## src/rtl/multicycle_ctrl.sv

```systemverilog
// multicycle_ctrl: Moore control FSM for the multicycle datapath.
// Sequences one instruction at a time and drives the write enables of the
// PC, IR, A/B, ALUOut and MDR holding registers, the register-file write,
// the memory request/strobe and the datapath mux selects.
//
// Optional feature: define MC_CTRL_BNE_EN to decode opcode 010001 (bne).
// Without it, 010001 is treated as an illegal opcode.
//
// Ports:
//   CLK        - system clock, rising edge
//   RST        - asynchronous active-high reset
//   Instr_Op   - opcode, IR[31:26]
//   Zero       - ALU zero flag, used in BRANCH
//   Mem_Ready  - memory has completed the current access
//   Mem_Req    - memory access request
//   Mem_WE     - memory write strobe
//   PC_WE, IR_WE, AB_WE, ALUOut_WE, MDR_WE, RF_WE - register enables
//   PC_Sel     - 0 = PC+4, 1 = branch target
//   ALU_B_Sel  - 0 = B, 1 = sign-extended immediate
//   RF_WD_Sel  - 0 = ALUOut, 1 = MDR
//   Illegal    - one-cycle pulse on an undefined opcode
//   State      - current state code (debug)
module multicycle_ctrl (
    input  logic       CLK,
    input  logic       RST,
    input  logic [5:0] Instr_Op,
    input  logic       Zero,
    input  logic       Mem_Ready,
    output logic       Mem_Req,
    output logic       Mem_WE,
    output logic       PC_WE,
    output logic       IR_WE,
    output logic       AB_WE,
    output logic       ALUOut_WE,
    output logic       MDR_WE,
    output logic       RF_WE,
    output logic       PC_Sel,
    output logic       ALU_B_Sel,
    output logic       RF_WD_Sel,
    output logic       Illegal,
    output logic [3:0] State
);

    localparam logic [5:0] OpRType = 6'b100000;
    localparam logic [5:0] OpAluI  = 6'b111000;
    localparam logic [5:0] OpLw    = 6'b000011;
    localparam logic [5:0] OpSw    = 6'b000111;
    localparam logic [5:0] OpB     = 6'b000000;
    localparam logic [5:0] OpBeq   = 6'b010000;
    localparam logic [5:0] OpBne   = 6'b010001;

    typedef enum logic [3:0] {
        StInit    = 4'd0,
        StFetch   = 4'd1,
        StDecode  = 4'd2,
        StExecR   = 4'd3,
        StExecI   = 4'd4,
        StMemAddr = 4'd5,
        StMemRd   = 4'd6,
        StMemWr   = 4'd7,
        StWbAlu   = 4'd8,
        StWbMem   = 4'd9,
        StBranch  = 4'd10,
        StIllegal = 4'd11
    } state_e;

    state_e state_q, state_d;
    logic   bne_op;

`ifdef MC_CTRL_BNE_EN
    assign bne_op = (Instr_Op == OpBne);
`else
    assign bne_op = 1'b0;
`endif

    always_ff @(posedge CLK or posedge RST) begin
        if (RST) begin
            state_q <= StInit;
        end else begin
            state_q <= state_d;
        end
    end

    always_comb begin
        state_d   = StInit;
        Mem_Req   = 1'b0;
        Mem_WE    = 1'b0;
        PC_WE     = 1'b0;
        IR_WE     = 1'b0;
        AB_WE     = 1'b0;
        ALUOut_WE = 1'b0;
        MDR_WE    = 1'b0;
        RF_WE     = 1'b0;
        PC_Sel    = 1'b0;
        ALU_B_Sel = 1'b0;
        RF_WD_Sel = 1'b0;
        Illegal   = 1'b0;

        case (state_q)
            StInit: state_d = StFetch;
            StFetch: begin
                Mem_Req = 1'b1;
                // IR and PC load only on the cycle the fetch completes.
                IR_WE   = Mem_Ready;
                PC_WE   = Mem_Ready;
                state_d = Mem_Ready ? StDecode : StFetch;
            end
            StDecode: begin
                AB_WE = 1'b1;
                if (Instr_Op == OpRType) begin
                    state_d = StExecR;
                end else if (Instr_Op == OpAluI) begin
                    state_d = StExecI;
                end else if (Instr_Op == OpLw || Instr_Op == OpSw) begin
                    state_d = StMemAddr;
                end else if (Instr_Op == OpB || Instr_Op == OpBeq || bne_op) begin
                    state_d = StBranch;
                end else begin
                    state_d = StIllegal;
                end
            end
            StExecR: begin
                ALUOut_WE = 1'b1;
                state_d   = StWbAlu;
            end
            StExecI: begin
                ALUOut_WE = 1'b1;
                ALU_B_Sel = 1'b1;
                state_d   = StWbAlu;
            end
            StMemAddr: begin
                ALUOut_WE = 1'b1;
                ALU_B_Sel = 1'b1;
                state_d   = (Instr_Op == OpSw) ? StMemWr : StMemRd;
            end
            StMemRd: begin
                Mem_Req = 1'b1;
                MDR_WE  = Mem_Ready;
                state_d = Mem_Ready ? StWbMem : StMemRd;
            end
            StMemWr: begin
                Mem_Req = 1'b1;
                Mem_WE  = 1'b1;
                state_d = Mem_Ready ? StFetch : StMemWr;
            end
            StWbAlu: begin
                RF_WE   = 1'b1;
                state_d = StFetch;
            end
            StWbMem: begin
                RF_WE     = 1'b1;
                RF_WD_Sel = 1'b1;
                state_d   = StFetch;
            end
            StBranch: begin
                PC_Sel  = 1'b1;
                PC_WE   = (Instr_Op == OpB) | ((Instr_Op == OpBeq) & Zero) | (bne_op & ~Zero);
                state_d = StFetch;
            end
            StIllegal: begin
                Illegal = 1'b1;
                state_d = StFetch;
            end
            // Unused encodings recover through INIT with all outputs low.
            default: state_d = StInit;
        endcase
    end

    assign State = state_q;

endmodule

```

## config.mk

```make
export PLATFORM = sky130hd
export DESIGN_NAME = multicycle_ctrl
export DESIGN_NICKNAME = d
export VERILOG_FILES = /design/src/rtl/multicycle_ctrl.sv
export SDC_FILE = /design/constraint.sdc
export NUM_CORES = 1
export LEC_CHECK = 0
export CAP_MARGIN = 5
export CORE_UTILIZATION = 31
export DETAILED_ROUTE_END_ITERATION = 12
export PLACE_DENSITY = 0.72
export SKIP_CTS_REPAIR_TIMING = 1
export SYNTH_ARGS = -nofsm -noshare
export SYNTH_HDL_FRONTEND = slang
export SYNTH_SLANG_ARGS = --single-unit
```

## constraint.sdc

```tcl
create_clock -name CLK -period 1.35 [get_ports CLK]
set_input_delay 0.135 -clock CLK [delete_from_list [all_inputs] [get_ports CLK]]
set_output_delay 0.135 -clock CLK [all_outputs]
set_load 0.01 [all_outputs]
```

# Word-level counts from Yosys, hierarchy flattened
# Index checks and enable logic that the tools add are counted.
[classes]
n_eq_ne = 16
mux = 21
n_bitwise = 2
reduce_logical = 10
[ops]
columns = ["operator", "n"]
rows = [
  ["4-bit one-hot mux with 7 select lines", 1],
  ["4-bit by 3-bit == test with 1-bit output, second input constant", 4],
  ["4-bit == test, second input constant", 4],
  ["4-bit 2-to-1 mux", 4],
  ["1-bit 2-to-1 mux", 13],
  ["6-bit == test, second input constant", 2],
  ["4-bit by 2-bit == test with 1-bit output, second input constant", 2],
  ["6-bit by 2-bit == test with 1-bit output, second input constant", 1],
  ["6-bit by 3-bit == test with 1-bit output, second input constant", 1],
  ["6-bit by 5-bit == test with 1-bit output, second input constant", 1],
  ["6-bit logical NOT", 1],
  ["2-bit OR reduction", 3],
  ["3-bit OR reduction", 2],
  ["5-bit OR reduction", 1],
  ["4-bit by 1-bit == test with 1-bit output, second input constant", 1],
  ["4-bit logical NOT", 1],
  ["3-bit 2-to-1 mux", 1],
  ["1-bit logical OR", 2],
  ["2-bit 2-to-1 mux", 1],
  ["1-bit one-hot mux with 2 select lines", 1],
  ["1-bit AND", 1],
  ["1-bit OR", 1],
]
[word_totals]
regBits = 4
in_bits = 10
out_inout_bits = 16
word_cells = 50

# Depth between registers and ports, before layout
# Gate-level depths: netlist of run 1.
[logic_depth]
depth_word = 7
mapped_depth = 5
depth_no_buf = 4

# Least setup slack after synthesis of run 1
# No wires, ideal clock.
[synth_timing]
kind = "reg-to-output"
startpoint = "register state_q[1], in the netlist State[1]"
endpoint = "output PC_WE"
arrival_ns = 1.499
required_ns = 1.215
slack_ns = -0.284
path_stages_with_launch = 5
path_buffers = 1
cell_sequence = "dfrtp_1 > buf_6 > or2b_2 > nor4_1 > nand2b_1"
[synth_via]
elab_chain_len = 2
word_cells_on_any_way = 3
classes_between = "eq/ne (2); mux (1)"
[synth_rtl]
columns = ["item", "line", "rtl"]
rows = [
  ["start, declared", "67", "state_e state_q, state_d;"],
  ["start signal, assigned", "78", "state_q <= StInit;"],
  ["start signal, assigned", "80", "state_q <= state_d;"],
  ["4-bit == test or 4-bit by 1-bit == test with 1-bit output (tied branches)", "99", "case (state_q)"],
  ["1-bit one-hot mux with 2 select lines *", "99", ""],
  ["end, declared", "31", "output logic PC_WE,"],
]
# Every way passes the cells marked *; elsewhere a longest branch is shown, timed or not.

# Worst setup path in the final report of run 1
[layout_timing]
startpoint = "register state_q[2], in the netlist State[2]"
endpoint = "output PC_WE"
# The elaborated chain is that of the path after synthesis.

==> results of run 1 <==
==> report_power, final <==
group          internal [µW]  leakage (µW)  switching (µW)
registers                162     0.0000494            43.3
clock network            100     0.0000138            62.1
logic                    613      0.000492             531
total                    876      0.000555             636
==> cells in the mapped netlist <==
cell type / count
nor4_1: 1
o21a_1: 2
a311o_1: 2
a21oi_1: 3
nor3_1: 2
inv_1: 6
o2bb2ai_1: 1
and4_2: 1
and2b_2: 1
o21ai_0: 3
nor2_1: 13
buf_4: 2
o22ai_1: 1
and3_1: 1
o2111ai_1: 2
xnor2_1: 1
nand2b_4: 1
dfrtp_1: 4
or3_4: 1
nand2b_1: 2
or2b_2: 2
buf_6: 1
nand2_1: 4
a31oi_1: 1
==> how the worst max path moves through the flow <==
stage / to / cells after the start / from / slack (ps)
6_report: PC_WE / 6 / State[2] / -230
2_1_floorplan: PC_WE / 4 / State[1] / -70
5_1_grt: PC_WE / 6 / State[2] / -290
4_1_cts: PC_WE / 5 / State[3] / -630
3_3_place_gp: PC_WE / 5 / Mem_Ready / -370
3_5_place_dp: PC_WE / 5 / Instr_Op[1] / -450
==> cells by family after synthesis <==
logic type,after synthesis,synth area share [%]
AO/OA/AOI/OAI,15,24.6
AND/OR/NAND/NOR,29,38.0
buffers and inverters,9,11.6
flip-flops,4,23.7
XOR/XNOR,1,2.08
==> critical path, delay by kind of cell, from the launching register on <==
family                 cells  cell delay [ps]
AO/OA/AOI/OAI              1              140
flip-flops                 1              400
AND/OR/NAND/NOR            3              360
buffers and inverters      2              290
==> routing by layer <==
layer / vias to the layer above / part of all wire, % / routed length [µm] / GRT usage (%)
met5: - / 0 / 0 / 0
met1: 310 / 38 / 732 / 24.9
met2: 32 / 54 / 1030 / 44.2
li1: 317 / - / - / -
met3: 8 / 3.6 / 68 / 0
met4: 0 / 4.2 / 80 / 13.8
==> metrics by stage <==
stage	setup TNS [ps]	setup WS (ps)	utilization [%]
2_1_floorplan	-106	-68.9	-
3_3_place_gp	-3000	-371	71.1
3_5_place_dp	-3370	-450	71.1
4_1_cts	-6440	-632	73.0
5_1_grt	-1910	-286	86.0
6_report	-1260	-228	86.0
==> layout make-up <==
cell class | instances | area [µm²] | area share [%]
inverters | 6 | 22.5 | 2.21
repair buffers | 55 | 475 | 46.6
multi-input cells | 45 | 380 | 37.3
flip-flops and latches | 4 | 101 | 9.94
well taps | 14 | 17.5 | 1.72
clock buffers | 3 | 22.5 | 2.21
==> impl_results.md, run 1 <==
* Status: finished with violations
* Violated checks: negative setup slack
* Yosys warns at 0
* Cells along the critical path: buf_4 > nand2b_4 > nor2_4 > o2111ai_2 > nand2b_1 > buf_2
* CTS tree: yes
* Fin. max-slew vios at 0
* Port bufs at 25
* Area grow syn2layout at 142%
* Rel. slew slack at between 80% and 90%
* Initial antenna violation count at 0
* Worst reg2reg path startpoint: State[1]
* Worst Reg2Reg Path Length in Cells at 6
* Reg2reg end: State[3]
* DP Area at 843 µm²
* Vias at approximately 670
* CP peak stage delay at 400 ps
* Drt initial violations at 10
* First-pass GRT wire length at 2410 µm
* Initial Utilization at approximately 36%
* PnR worst setup slack at -228 ps
* Mean Syn Cell Area at 7.27 µm²
* RSZ-0062 raised after global routing: true
* Routed Antenna Nets at 0
* Residual DRC at 0
* Clock sink count at 4
* Critical Path Sink Type: primary output
* Nets@finish at 125
* Layout cells sized above 1 at 61.1%
* Routability cong. at 0.717
* Full die area at 1510 µm²
* Ant. Diodes at 0
* Syn Std Cell Area at 422 µm²
* Top Ports at 26
* Non-Filler Instances at 127
* Final Hold Vio Count at 0
* Skew final at 14.0 ps
* CP Launch Type: register
* Mapped Cells at 58
* Most common cell after layout, fill and taps aside: buf_4
* Reg2reg setup slack at -200 ps
* Placed cell count at 116
* Max FFs per register at 4
* CTS max path bufs at 2
* Worst Path Required at 1220 ps
* Total power after layout at 1510 µW
* Commonest non-fill, non-tap cells in the layout: buf_4, nor2_1, clkdlybuf4s50_1, buf_6, buf_2
* Finish-stage setup viols at 12
* Post-DR vias/cell at 5.25
* Cell taking the most area after synthesis: dfrtp_1
* Post-route cell area at just over 1000 µm²
* Max_cap viols at 0
* Final period utilization at 117%
* GRT Residual Overflow at 0
* Total CTS buffers at 3
* Hold_ws at 128 ps
* Largest net degree at the start of global routing at 10
* Post-synth top area share at 23.7%
* H-tree depth at 1
* GRT Overall Usage at 23.2%
* Maximum VDD drop at 1.31 mV
* Yosys reg bits at 4
* Core Area at 1190 µm²
* Detailed placer's ending HPWL at 1120 µm
* Leakage at 0.000555 µW
* Root Driver: clkbuf_4
* Worst Hold Class: input pin to async pin
* Largest cells by area after synthesis: dfrtp_1, nor2_1, inv_1
* Row count at 12
* Fill cells at 70
* Clock transition at path regs at 50 ps
* Crit Path Class: register to primary output
* Crit-path slowest cell: dfrtp_1
* Vias in the first global route at 601
* Sequential element share of the synthesized area at 23.7%
* Die Height at 38.9 µm
* Max Freq at around 0.63 GHz
* Cell Pwr Density at 1480 nW/µm²
* Chip width at roughly 39 µm
* Mapped Nets at 68
* Fin crit period at 1580 ps
* Routed WL per cell at 15.0 µm
* Worst-Skew Late Latency at 250 ps
* Tightest Pin Transition at 219 ps
* Synth cell types at 24
* Drt first pass iters at 5
* Max FO, Critical Path at 3
* Crit path DAT at 1440 ps
* Routed WL at between 1500 and 2000 µm
(Power assumes the default switching activity.)
==> run 2, diff against run 1 <==
--- a/config.mk
+++ b/config.mk
@@ -9,6 +9,7 @@
 export CORE_UTILIZATION = 31
 export DETAILED_ROUTE_END_ITERATION = 12
 export PLACE_DENSITY = 0.72
+export RECOVER_POWER = 50
 export SKIP_CTS_REPAIR_TIMING = 1
 export SYNTH_ARGS = -nofsm -noshare
 export SYNTH_HDL_FRONTEND = slang
==> run 2 against run 1 <==
Compared with the run above:
- core utilization is the same
- critical path depth is the same
- maximum frequency is the same
- largest cell class unchanged
- the flow still finishes with violations (negative setup slack)
- worst setup slack is the same
- via count is the same
- combinational power is essentially flat
- sequential cell count is the same
- design area is the same
==> impl_results.md, run 2 (synthesized netlist as in run 1, its figures left out) <==
* Crit path DAT at 1440 ps (about the same)
* DP Area at 843 µm² (unchanged)
* Worst-Skew Late Latency at 250 ps (about the same)
* Crit Path Class: register to primary output (unchanged)
* Status: finished with violations (unchanged)
* Port bufs at 25 (unchanged)
* Crit path from: State[2] (unchanged)
* Cell Pwr Density at 1480 nW/µm² (about the same)
* Drt first pass iters at 5 (unchanged)
* Clock transition at path regs at 50 ps (about the same)
* First-pass GRT wire length at 2410 µm (unchanged)
* Total CTS buffers at 3 (unchanged)
* Full die area at 1510 µm² (unchanged)
* Largest net degree at the start of global routing at 10 (unchanged)
* Leakage at 0.000555 µW (about the same)
* Tightest Pin Transition at 219 ps (unchanged)
* Placed cell count at 116 (unchanged)
* Gate power share at 75.7% (about the same)
* Worst Hold Class: input pin to async pin (unchanged)
* Clock power share at 10.7% (about the same)
* Internal at 875 µW (was 876 µW)
* Ant. Diodes at 0 (unchanged)
* Die Height at 38.9 µm (unchanged)
* Switching fraction of total power at 42.1% (about the same)
* Root Driver: clkbuf_4 (unchanged)
* P_sw at 636 µW (unchanged)
* Chip width at 38.9 µm (unchanged)
* Detailed placer's ending HPWL at 1120 µm (unchanged)
* Nets@finish at 125 (unchanged)
* Rel. slew slack at 85.4% (unchanged)
* Final Hold Vio Count at 0 (unchanged)
* RSZ-0062 raised after global routing: true (unchanged)
* Initial antenna violation count at 0 (unchanged)
* CP delay by family, top: flip-flops (unchanged)
* Maximum VDD drop at 1.30 mV (was 1.31 mV)
* Reg2reg setup slack at -200 ps (about the same)
* Max FO, Critical Path at 3 (unchanged)
* Drt initial violations at 10 (unchanged)
* PnR worst setup slack at -228 ps (unchanged)
* CP Launch Type: register (unchanged)
* Crit-path slowest cell: dfrtp_1 (unchanged)
* Violated checks: negative setup slack (unchanged)
* Fin. max-slew vios at 0 (unchanged)
* Most common cell after layout, fill and taps aside: buf_4 (unchanged)
* Fill cells at 70 (unchanged)
* Final period utilization at 117% (unchanged)
* Routed Antenna Nets at 0 (unchanged)
* Critical path buffers and inverters at 2 (unchanged)
* Post-DR vias/cell at 5.25 (unchanged)
* Skew final at 14.0 ps (unchanged)
* Routability cong. at 0.717 (unchanged)
* CTS max path bufs at 2 (unchanged)
* Worst reg2reg path startpoint: State[1] (unchanged)
* Non-Filler Instances at 127 (unchanged)
* Vias in the first global route at 601 (unchanged)
* Residual DRC at 0 (unchanged)
* H-tree depth at 1 (unchanged)
* Core Area at 1190 µm² (unchanged)
* Area grow syn2layout at 142% (unchanged)
* Vias at 667 (unchanged)
* Fin crit period at 1580 ps (unchanged)
* Layout cells sized above 1 at 61.1% (unchanged)
* Max_cap viols at 0 (unchanged)
* Worst Path Required at 1220 ps (about the same)
* Critical Path Sink Type: primary output (unchanged)
* Initial Utilization at 35.5% (unchanged)
* Seq pwr share at 13.6% (about the same)
* GRT Overall Usage at 23.2% (unchanged)
* Routed WL at 1910 µm (about the same)
* CP peak stage delay at 400 ps (about the same)
* Top Ports at 26 (unchanged)
* Clock sink count at 4 (unchanged)
* Finish-stage setup viols at 12 (unchanged)
* Commonest non-fill, non-tap cells in the layout: buf_4, nor2_1, clkdlybuf4s50_1, buf_6, buf_2 (unchanged)
* Max FFs per register at 4 (unchanged)
* Hold_ws at 256 ps (was 128 ps)
* Cells along the critical path: buf_4 > nand2b_4 > nor2_4 > o2111ai_2 > nand2b_1 > buf_2 (unchanged)
* Post-route cell area at 1020 µm² (unchanged)
* GRT Residual Overflow at 0 (unchanged)
* Routed WL per cell at 15.0 µm (about the same)
* Max Freq at 0.634 GHz (unchanged)
* Register area at 101 µm² (unchanged)
* Multi-input logic area at 380 µm² (unchanged)
* CTS tree: yes (unchanged)
* Row count at 12 (unchanged)
run 2: changes by cell type in the layout (fill, tap and decap cells not counted):
| cell | before | now |
|---|---|---|
| clkdlybuf4s50_1 | 9 | 8 |
| dlygate4sd3_1 | 0 | 1 |
run 2: cell type report:
cell class / count / share of cell area (%)
flip-flops and latches: 4 / 9.94
clock buffers: 3 / 2.21
repair buffers: 55 / 46.6
well taps: 14 / 1.72
inverters: 6 / 2.21
multi-input cells: 45 / 37.3
run 2: final timing paths:
kind                             to  cells past startpoint
setup / recovery              PC_WE                      6
setup reg to reg           State[3]                      6
max in group asynchronous  State[3]                      2
hold / removal             State[1]                      2
hold reg to reg            State[1]                      2
min in group CLK           State[1]                      2
run 2: power groups by stage:
| stage | logic (µW) | registers [µW] | clock network (µW) |
|---|---|---|---|
| after floorplan | 430 | 213 | 0 |
| after global placement | 921 | 203 | 0 |
| after detailed placement | 939 | 205 | 0 |
| after CTS | 945 | 204 | 159 |
| after global routing | 1220 | 212 | 169 |
| final | 1140 | 205 | 162 |
run 2: stage by stage:
stage               util [%]  power, µW  setup slack, ps  setup TNS, ps
finish                  86.0       1510             -228          -1260
detailed placement      71.1       1140             -450          -3370
global route            86.0       1600             -286          -1910
floorplan                  -        643            -68.9           -106
CTS                     73.0       1310             -632          -6440
global placement        71.1       1120             -371          -3000
run 2: per-layer routing:
metal	track usage (%)	vias to the layer above	part of all wire, %
met5	0	-	0
met4	13.8	0	4.2
met3	0	8	3.6
met2	44.2	32	54
met1	24.9	310	38
li1	-	317	-
